<file path="src/rtl/wm_cycle_controller_if.sv">
// Signal bundle between the washing-machine cycle controller and its
// environment (user panel, door sensor, phase timer, actuator drivers).
//
// Signal semantics, in one place: every signal is a plain level sampled or
// driven on the rising clock edge. There is no valid/ready handshake. The
// timer flags are qualified by the controller's current phase code, and
// every output is a registered level.
//
// Modports:
//   master - environment side: drives user/sensor/timer inputs, reads outputs
//   slave  - controller side: reads inputs, drives phase code and actuators
interface wm_cycle_controller_if;
  // user panel / sensors / timer flags
  logic       start;
  logic       cancel;
  logic       door_Closed;
  logic       sig_Full;
  logic       sig_Temperature;
  logic       sig_Completed;
  // phase code and actuator enables
  logic [2:0] state;
  logic       door_Lock;
  logic       water_Valve;
  logic       heater;
  logic       drain_Pump;
  logic [1:0] motor;
  logic       done;
  logic       error;

  modport master (
    output start, cancel, door_Closed, sig_Full, sig_Temperature, sig_Completed,
    input  state, door_Lock, water_Valve, heater, drain_Pump, motor, done, error
  );

  modport slave (
    input  start, cancel, door_Closed, sig_Full, sig_Temperature, sig_Completed,
    output state, door_Lock, water_Valve, heater, drain_Pump, motor, done, error
  );
endinterface

</file>
<file path="src/rtl/wm_cycle_controller.sv">
// Main sequencing FSM of the washing-machine controller.
//
// Steps IDLE -> LOCK -> FILL -> HEAT -> WASH -> RINSE -> SPIN -> DONE. The
// phase timer's flags drive the transitions, and each phase is decoded into
// actuator enables. The FSM also handles start-edge detection, the door
// interlock, user cancel, and a per-phase watchdog.
//
// Ports:
//   clock - system clock, rising edge
//   reset - synchronous, active-high
//   bus   - wm_cycle_controller_if.slave. Its inputs are start, cancel,
//           door_Closed and the timer flags. Its outputs are the phase code
//           `state`, the actuator enables, done and the sticky error.
//
// All outputs are registered. They are decoded from the next state, so
// they change on the same edge as `state`.
module wm_cycle_controller #(
  parameter int LOCK_CYCLES     = 2,
  parameter int WATCHDOG_CYCLES = 20
) (
  input  logic                   clock,
  input  logic                   reset,
  wm_cycle_controller_if.slave   bus
);

  // Encoding is shared with the phase timer and must not change.
  typedef enum logic [2:0] {
    ST_IDLE  = 3'd0,
    ST_LOCK  = 3'd1,
    ST_FILL  = 3'd2,
    ST_HEAT  = 3'd3,
    ST_WASH  = 3'd4,
    ST_RINSE = 3'd5,
    ST_SPIN  = 3'd6,
    ST_DONE  = 3'd7
  } state_e;

  localparam logic [7:0] LOCK_LAST = 8'(LOCK_CYCLES - 1);
  localparam logic [7:0] WD_LAST   = 8'(WATCHDOG_CYCLES - 1);

  state_e     state_q, state_d;
  logic [7:0] cnt_q, cnt_d;
  logic       start_q, start_d;
  logic       error_q, error_d;

  logic       door_lock_q, door_lock_d;
  logic       water_valve_q, water_valve_d;
  logic       heater_q, heater_d;
  logic       drain_pump_q, drain_pump_d;
  logic [1:0] motor_q, motor_d;
  logic       done_q, done_d;

  logic start_rise;
  logic advance;
  logic door_open;

  // State register
  always_ff @(posedge clock) begin
    if (reset) begin
      state_q       <= ST_IDLE;
      cnt_q         <= 8'd0;
      start_q       <= 1'b0;
      error_q       <= 1'b0;
      door_lock_q   <= 1'b0;
      water_valve_q <= 1'b0;
      heater_q      <= 1'b0;
      drain_pump_q  <= 1'b0;
      motor_q       <= 2'b00;
      done_q        <= 1'b0;
    end else begin
      state_q       <= state_d;
      cnt_q         <= cnt_d;
      start_q       <= start_d;
      error_q       <= error_d;
      door_lock_q   <= door_lock_d;
      water_valve_q <= water_valve_d;
      heater_q      <= heater_d;
      drain_pump_q  <= drain_pump_d;
      motor_q       <= motor_d;
      done_q        <= done_d;
    end
  end

  // Next-state logic. The order of tests encodes the priority:
  // cancel, then door fault, then phase advance, then watchdog fault.
  always_comb begin
    state_d    = state_q;
    error_d    = error_q;
    start_d    = bus.start;
    start_rise = bus.start & ~start_q;
    door_open  = ~bus.door_Closed;

    // Only the flag that belongs to the current phase can advance it.
    advance = 1'b0;
    case (state_q)
      ST_FILL:                     advance = bus.sig_Full;
      ST_HEAT:                     advance = bus.sig_Temperature;
      ST_WASH, ST_RINSE, ST_SPIN:  advance = bus.sig_Completed;
      default:                     advance = 1'b0;
    endcase

    if (bus.cancel && (state_q != ST_IDLE)) begin
      state_d = ST_IDLE;
    end else begin
      case (state_q)
        ST_IDLE: begin
          if (start_rise && bus.door_Closed) begin
            state_d = ST_LOCK;
            error_d = 1'b0;
          end
        end
        ST_LOCK: begin
          // Opening the door before it is locked is not a fault.
          if (door_open)                state_d = ST_IDLE;
          else if (cnt_q == LOCK_LAST)  state_d = ST_FILL;
        end
        ST_FILL, ST_HEAT, ST_WASH, ST_RINSE, ST_SPIN: begin
          if (door_open) begin
            state_d = ST_IDLE;
            error_d = 1'b1;
          end else if (advance) begin
            state_d = state_e'(state_q + 3'd1);
          end else if (cnt_q == WD_LAST) begin
            state_d = ST_IDLE;
            error_d = 1'b1;
          end
        end
        ST_DONE: begin
          if (door_open) state_d = ST_IDLE;
        end
        default: state_d = ST_IDLE;
      endcase
    end

    // The phase counter restarts on entry to each phase. It also times
    // LOCK. It saturates, although a watchdog fault always fires first.
    if (state_d != state_q)
      cnt_d = 8'd0;
    else if ((state_q != ST_IDLE) && (state_q != ST_DONE) && (cnt_q != 8'hFF))
      cnt_d = cnt_q + 8'd1;
    else
      cnt_d = cnt_q;
  end

  // Output decode. It uses the next state so that the registered outputs
  // line up with `state`.
  always_comb begin
    door_lock_d   = 1'b0;
    water_valve_d = 1'b0;
    heater_d      = 1'b0;
    drain_pump_d  = 1'b0;
    motor_d       = 2'b00;
    done_d        = 1'b0;
    case (state_d)
      ST_LOCK:  door_lock_d = 1'b1;
      ST_FILL:  begin door_lock_d = 1'b1; water_valve_d = 1'b1; end
      ST_HEAT:  begin door_lock_d = 1'b1; heater_d = 1'b1; end
      ST_WASH:  begin door_lock_d = 1'b1; motor_d = 2'b01; end
      ST_RINSE: begin door_lock_d = 1'b1; water_valve_d = 1'b1; motor_d = 2'b10; end
      ST_SPIN:  begin door_lock_d = 1'b1; drain_pump_d = 1'b1; motor_d = 2'b11; end
      ST_DONE:  done_d = 1'b1;
      default:  ;
    endcase
  end

  assign bus.state       = state_q;
  assign bus.door_Lock   = door_lock_q;
  assign bus.water_Valve = water_valve_q;
  assign bus.heater      = heater_q;
  assign bus.drain_Pump  = drain_pump_q;
  assign bus.motor       = motor_q;
  assign bus.done        = done_q;
  assign bus.error       = error_q;

endmodule

</file>
<file path="src/flat_wrapper.sv">
// flat-port wrapper written by rule: the top's interface ports become plain ports
module wm_cycle_controller_flat 
#(
  parameter int LOCK_CYCLES     = 2,
  parameter int WATCHDOG_CYCLES = 20
)
  (clock, reset, bus_start, bus_cancel, bus_door_Closed, bus_sig_Full, bus_sig_Temperature, bus_sig_Completed, bus_state, bus_door_Lock, bus_water_Valve, bus_heater, bus_drain_Pump, bus_motor, bus_done, bus_error);
  wm_cycle_controller_if bus_i ();
  input  logic clock;
  input  logic reset;
  input wire logic [$bits(bus_i.start)-1:0] bus_start;
  input wire logic [$bits(bus_i.cancel)-1:0] bus_cancel;
  input wire logic [$bits(bus_i.door_Closed)-1:0] bus_door_Closed;
  input wire logic [$bits(bus_i.sig_Full)-1:0] bus_sig_Full;
  input wire logic [$bits(bus_i.sig_Temperature)-1:0] bus_sig_Temperature;
  input wire logic [$bits(bus_i.sig_Completed)-1:0] bus_sig_Completed;
  output wire logic [$bits(bus_i.state)-1:0] bus_state;
  output wire logic [$bits(bus_i.door_Lock)-1:0] bus_door_Lock;
  output wire logic [$bits(bus_i.water_Valve)-1:0] bus_water_Valve;
  output wire logic [$bits(bus_i.heater)-1:0] bus_heater;
  output wire logic [$bits(bus_i.drain_Pump)-1:0] bus_drain_Pump;
  output wire logic [$bits(bus_i.motor)-1:0] bus_motor;
  output wire logic [$bits(bus_i.done)-1:0] bus_done;
  output wire logic [$bits(bus_i.error)-1:0] bus_error;
  assign bus_i.start = bus_start;
  assign bus_i.cancel = bus_cancel;
  assign bus_i.door_Closed = bus_door_Closed;
  assign bus_i.sig_Full = bus_sig_Full;
  assign bus_i.sig_Temperature = bus_sig_Temperature;
  assign bus_i.sig_Completed = bus_sig_Completed;
  assign bus_state = bus_i.state;
  assign bus_door_Lock = bus_i.door_Lock;
  assign bus_water_Valve = bus_i.water_Valve;
  assign bus_heater = bus_i.heater;
  assign bus_drain_Pump = bus_i.drain_Pump;
  assign bus_motor = bus_i.motor;
  assign bus_done = bus_i.done;
  assign bus_error = bus_i.error;
  wm_cycle_controller #(.LOCK_CYCLES(LOCK_CYCLES), .WATCHDOG_CYCLES(WATCHDOG_CYCLES)) u_core (.clock(clock), .reset(reset), .bus(bus_i));
endmodule
</file>
<file path="config.mk">
export PLATFORM = sky130hd
export DESIGN_NAME = wm_cycle_controller_flat
export DESIGN_NICKNAME = d
export VERILOG_FILES = /design/src/rtl/wm_cycle_controller_if.sv /design/src/rtl/wm_cycle_controller.sv /design/src/flat_wrapper.sv
export SDC_FILE = /design/constraint.sdc
export NUM_CORES = 1
export LEC_CHECK = 0
export ABC_AREA = 1
export ABC_CLOCK_PERIOD_IN_PS = 2400
export CORE_ASPECT_RATIO = 0.9
export CORE_MARGIN = 2
export CORE_UTILIZATION = 53
export CTS_CLUSTER_SIZE = 16
export DETAILED_ROUTE_END_ITERATION = 7
export MAX_ROUTING_LAYER = met4
export PLACE_DENSITY = 0.79
export SYNTH_ARGS = -nofsm -noshare
export SYNTH_HDL_FRONTEND = slang
export SYNTH_SLANG_ARGS = --single-unit
</file>
<file path="constraint.sdc">
create_clock -name clock -period 2.4 [get_ports clock]
set_input_delay 0.48 -clock clock [delete_from_list [all_inputs] [get_ports clock]]
set_output_delay 0.48 -clock clock [all_outputs]
set_load 0.01 [all_outputs]
</file>
==> results.yml, run 1 <==
timing:
  setup_viol: 0
  tns_ns: 0
  max_freq_mhz: 460.8
  finalHoldViolCount: 0
  finalClockSkew_ns: 0.005961
  fin_crit_ns: 2.170
  rsz0062_at_grt: "no"
  tightest_slew_ns: 0.3179
  slew_headroom_pct: 78.74
  slew_viol_final: 0
  min_period_over_period_pct: 90.42
placed_design:
  dpl_cell_area_um2: 1473
  gp_congestion: 0.9233
  place_hpwl_um: 2164
  numPortBuffers: 18
global_route:
  grt_use_total_pct: 22.90
  antenna_found_initial: 0
  grt_pass1_vias: 1100
  grt_max_degree: 13
  grt_pass1_wl_um: 4554
  grt-ovfl-total: 0
yosys:
  synth_ff_type: "dfxtp_1"
  synth_fp_nets: 198
  syn_area_um2: 1247
  synth_enable_flop_cells: 0
  ys_warn_count: 0
  yosys.cell_types.count: 23
  ys_seq_area_share_pct: 32.10
  ys_ff_latch: 20
  syn_avg_cell_area_um2: 6.854
  async_reset_ff_share_pct: 0
  synth_cells: 182
final_layout:
  nets: 223
  syn_to_final_growth_pct: 21.36
  largest_reg_flops: 8
  antenna_cells: 0
  finish.instance_area_um2: 1514
  layout-drive-gt1-share_pct: 10.68
  regMostFlops: "u_core.cnt_q"
  post-route-util_pct: 68.75
detailed_routing:
  avgRoutedWirePerCell_um: 11.45
  firstDrtPassIters: 5
  via_count: 1215
  totalWireLength_um: 2668
  first_iter_violations: 33
  drcViolationCount: 0
  antenna_left: 0
  via_per_inst: 5.215
worst_setup_path:
  worstSetupPathType: "reg2reg"
  end_kind: "flop"
  worstPathMaxFanout: 8
  required_ns: 2.59
  reg2reg_from: "u_core.bus.state[1]"
  arrival_ns: 2.36
  start_kind: "flop"
  startpoint: "u_core.bus.state[1]"
clock_tree:
  cts_resized: 0
  holdBufCountCts: 0
  cts_buffers: 3
  tritoncts: "yes"
  cts_setup_buffers: 0
  clock-sinks: 20
  cts.clk_slew.worst_paths_ns: 0.11
  worst_skew_pair.late_latency_ns: 0.29
  h-tree-depth: 1
  ctsRootBufferMaster: "clkbuf_4"
  cts_buffer_depth: 2
floorplan:
  pin_count: 19
  die_x_um: 55.14
  core-area_um2: 2202
  dieArea_um2: 2758
  start_util_pct: 56.65
  die_h_um: 50.03
  num_rows: 16
job:
  maxCapViolations: 0
pwr:
  power_leakage_nw: 0.6908
  p_per_area_nw_per_um2: 671.9
  ir_drop_v: 0.0007076
hold_path:
  worstHoldStart: "u_core.bus.error"
  hold_class: "reg2reg"
outcome:
  status: "finished clean"
==> cell usage in the layout, fill, tap and decap left out, drive strengths merged <==
master         Yosys  routed
nand4              1       1
inv               25      25
nor3               2       2
nor2              36      36
clkbuf             0       4
nand3             22      22
a21oi              6       6
nand2             45      45
ha                 8       8
a32oi              1       1
o31ai              2       2
buf                1       3
dfxtp             20      20
a211oi             1       1
o21ai              5       5
xor2               7       7
clkdlybuf4s50      0      18
==> power breakdown <==
part / leakage, nW / total, mW / internal (mW) / switching (mW)
combinational: 0.508 / 0.446 / 0.166 / 0.280
sequential: 0.162 / 0.381 / 0.359 / 0.0223
clock: 0.0210 / 0.190 / 0.0924 / 0.0975
==> worst max-delay path: stages (launching register included) <==
cell and delay [ns]:
dfxtp_1 0.46, inv_1 0.14, ha_1 0.26, nand2_1 0.10, nand3_2 0.11, nor2_4 0.16, nor2_2 0.06, nand2_1 0.09
inv_1 0.05, nand2_1 0.07, nand3_2 0.08, nand2_2 0.13, nand2_1 0.06, nand2_1 0.06, inv_1 0.06, nand2_4 0.10
nor2_1 0.05
==> per-stage QoR <==
step                      instances  hold WS (ns)  setup WS [ns]  power (mW)
final                           233        0.5541         0.2299       1.017
after global routing            233        0.6115        0.03870       1.089
after CTS                       233        0.5472         0.2306       1.018
after detailed placement        229        0.5209         0.1787      0.8277
after global placement          229        0.5011         0.2187      0.8180
after floorplan                 182        0.5171         0.4140      0.6941
==> cells in the mapped netlist, types with 2 or more instances <==
| library cell | instances | area share, % |
|---|---|---|
| nor2_1 | 31 | 9.3 |
| nor2_2 | 3 | 1.5 |
| dfxtp_1 | 20 | 32 |
| nand2_2 | 4 | 2.0 |
| o21ai_0 | 4 | 1.6 |
| nand3_1 | 19 | 7.6 |
| nor2_4 | 2 | 1.8 |
| nand2_1 | 40 | 12 |
| ha_1 | 8 | 8.0 |
| o31ai_1 | 2 | 1.2 |
| inv_1 | 25 | 7.5 |
| a21oi_1 | 5 | 2.0 |
| xor2_1 | 7 | 4.9 |
| nand3_2 | 3 | 2.4 |
==> per-layer routing <==
layer	GRT usage, %	part of all wire [%]
met5	-	0
met1	30.97	46
met4	2.033	0.30
met3	5.758	7.6
met2	35.71	46
==> path summary, 6_finish.rpt <==
| path | endpoint | slack (ns) | cells after the start |
|---|---|---|---|
| setup reg to reg | u_core.cnt_q[1] | 0.23 | 16 |
| hold / removal | u_core.bus.error | 0.55 | 2 |
| setup / recovery | u_core.cnt_q[1] | 0.23 | 16 |
| hold reg to reg | u_core.bus.error | 0.55 | 2 |
==> cell type report <==
class / instances / area (µm²)
clock buffer: 4 / 36.28
inverter: 25 / 93.84
sequential: 20 / 400.4
fill: 197 / 688.2
timing repair buffer: 21 / 202.7
tap: 27 / 33.78
multi-input combinational: 136 / 747.0
==> logic make-up (layout without fill, tap and decap cells) <==
| group | after synthesis | in the layout | share of synthesized area [%] |
|---|---|---|---|
| AO/OA/AOI/OAI | 15 | 15 | 7.221 |
| XOR/XNOR | 7 | 7 | 4.915 |
| adder cells (fa/ha/maj) | 8 | 8 | 8.024 |
| buffers and inverters | 26 | 50 | 8.425 |
| flip-flops | 20 | 20 | 32.10 |
| AND/OR/NAND/NOR | 106 | 106 | 39.32 |
Note: power is estimated with default switching activity, not from simulation.
==> inputs of run 2 (changes only) <==
--- a/config.mk
+++ b/config.mk
@@ -6,14 +6,14 @@
 export NUM_CORES = 1
 export LEC_CHECK = 0
 export ABC_AREA = 1
-export ABC_CLOCK_PERIOD_IN_PS = 2400
+export ABC_CLOCK_PERIOD_IN_PS = 2600
 export CORE_ASPECT_RATIO = 0.9
 export CORE_MARGIN = 2
-export CORE_UTILIZATION = 53
+export CORE_UTILIZATION = 55
 export CTS_CLUSTER_SIZE = 16
 export DETAILED_ROUTE_END_ITERATION = 7
 export MAX_ROUTING_LAYER = met4
-export PLACE_DENSITY = 0.79
+export PLACE_DENSITY = 0.81
 export SYNTH_ARGS = -nofsm -noshare
 export SYNTH_HDL_FRONTEND = slang
 export SYNTH_SLANG_ARGS = --single-unit
==> constraint.sdc (replaced) <==
create_clock -name clock -period 2.6 [get_ports clock]
set_input_delay 0.52 -clock clock [delete_from_list [all_inputs] [get_ports clock]]
set_output_delay 0.52 -clock clock [all_outputs]
set_load 0.01 [all_outputs]
==> run 2 against run 1 <==
Compared with the run above: combinational power fell by 12%; wire length is 2.1% lower; via count decreased by 1.3%; first-iteration DRC count increased by 61%; sequential power down 6.8%; non-clock buffer count decreased by 2; sequential share of layout area increased by 0.066 points; global-route usage is 0.36 points higher; largest cell class unchanged; hold slack got worse by 0.025 ns; clock power up 32%.
==> results.yml, run 2 (synthesis results as in run 1) <==
outcome:
  status: "finished clean"
final_layout:
  regMostFlops: "u_core.cnt_q"
  final_common_cell: "nand2_1"
  largest_reg_flops: 8
  layout_common_cells: "nand2_1 (40), nor2_1 (31), inv_1 (25), dfxtp_1 (20), nand3_1 (19)"
  post-route-util_pct: 69.85
  syn_to_final_growth_pct: 21.06
  finish.instance_area_um2: 1510
  layout-drive-gt1-share_pct: 9.804
  nets: 221
  antenna_cells: 0
clock_tree:
  h-tree-depth: 1
  worst_skew_pair.late_latency_ns: 0.30
  ctsRootBufferMaster: "clkbuf_4"
  clock-sinks: 20
  cts_resized: 0
  holdBufCountCts: 0
  tritoncts: "yes"
  cts_setup_buffers: 0
  cts_buffer_depth: 2
  cts_buffers: 3
  cts.clk_slew.worst_paths_ns: 0.11
job:
  maxCapViolations: 0
timing:
  tns_ns: 0
  slew_viol_final: 0
  rsz0062_at_grt: "no"
  slew_headroom_pct: 77.82
  tightest_slew_ns: 0.3316
  fin_crit_ns: 2.280
  min_period_over_period_pct: 87.70
  max_freq_mhz: 438.5
  finalClockSkew_ns: 0.003993
  layout_setup_ws_ns: 0.3197
  finalHoldViolCount: 0
  fin_hold_ws_ns: 0.5287
  setup_viol: 0
placed_design:
  gp_congestion: 0.9800
  numPortBuffers: 18
  place_hpwl_um: 2114
  dpl_cell_area_um2: 1458
  place_worst_setup_slack_ns: 0.3704
floorplan:
  core-area_um2: 2162
  die_h_um: 49.18
  num_rows: 16
  dieArea_um2: 2666
  start_util_pct: 57.70
  die_x_um: 54.20
  pin_count: 19
detailed_routing:
  firstDrtPassIters: 4
  avgRoutedWirePerCell_um: 11.30
  via_count: 1199
  antenna_left: 0
  drcViolationCount: 0
  first_iter_violations: 53
  totalWireLength_um: 2611
  via_per_inst: 5.190
worst_setup_path:
  required_ns: 2.80
  arrival_ns: 2.48
  worstSetupPathType: "reg2reg"
  start_kind: "flop"
  worstPathMaxFanout: 8
  end_kind: "flop"
  reg2reg_from: "u_core.bus.state[1]"
  startpoint: "u_core.bus.state[1]"
global_route:
  grt-ovfl-total: 0
  grt_max_degree: 13
  grt_use_total_pct: 23.25
  antenna_found_initial: 0
  grt_pass1_vias: 1119
  grt_pass1_wl_um: 4554
pwr:
  ir_drop_v: 0.0005093
  power_leakage_nw: 0.6847
  p_per_area_nw_per_um2: 659.9
hold_path:
  worstHoldStart: "u_core.bus.error"
  hold_class: "reg2reg"
## run 2: cell count changes in the layout (fill, tap and decap cells not counted), sizes merged
| cell | previous run | this run |
|---|---|---|
| buf | 3 | 1 |
| bufinv | 0 | 1 |
| clkbuf | 4 | 3 |
## run 2: final timing paths
path / end / slack (ns) / cells past startpoint
worst min-delay path: u_core.bus.error / 0.53 / 2
worst max-delay path: u_core.cnt_q[2] / 0.32 / 16
worst max register to register: u_core.cnt_q[2] / 0.32 / 16
worst min register to register: u_core.bus.error / 0.53 / 2
## run 2: metrics by stage
stage               std cells  total power [mW]
floorplan                 182            0.6407
global placement          227            0.7464
detailed placement        227            0.7512
CTS                       231             1.001
global route              231             1.079
finish                    231            0.9966
## run 2: critical path: stages (launching register included)
cell,delay (ns)
dfxtp_1,0.50
inv_1,0.15
ha_1,0.27
nand2_1,0.10
nand3_2,0.10
nor2_2,0.20
nor2_2,0.07
nand2_1,0.09
inv_1,0.04
nand2_1,0.07
nand3_2,0.09
nand2_2,0.14
nand2_1,0.07
nand2_1,0.07
inv_1,0.06
nand2_4,0.10
nor2_1,0.05
## run 2: layout make-up
type | count | area, µm²
repair buffers | 19 | 187.7
flip-flops and latches | 20 | 400.4
inverters | 25 | 93.84
clock buffers | 3 | 22.52
clock inverters | 1 | 30.03
fillers | 175 | 651.9
multi-input cells | 136 | 742.0
well taps | 27 | 33.78
## run 2: layer usage
layer  wire, µm  share of wire [%]  GRT usage, %
met2       1195                 46         36.35
met4         27                1.0         3.750
met3        213                8.2         5.828
met5          0                  0             -
met1       1174                 45         30.59
## run 2: where the power goes
part	leakage, nW	switching [mW]	internal [mW]	total, mW
Combinational	0.495	0.244	0.147	0.391
Clock	0.0279	0.0947	0.156	0.250
Sequential	0.162	0.0242	0.331	0.355
Total	0.685	0.363	0.634	0.997
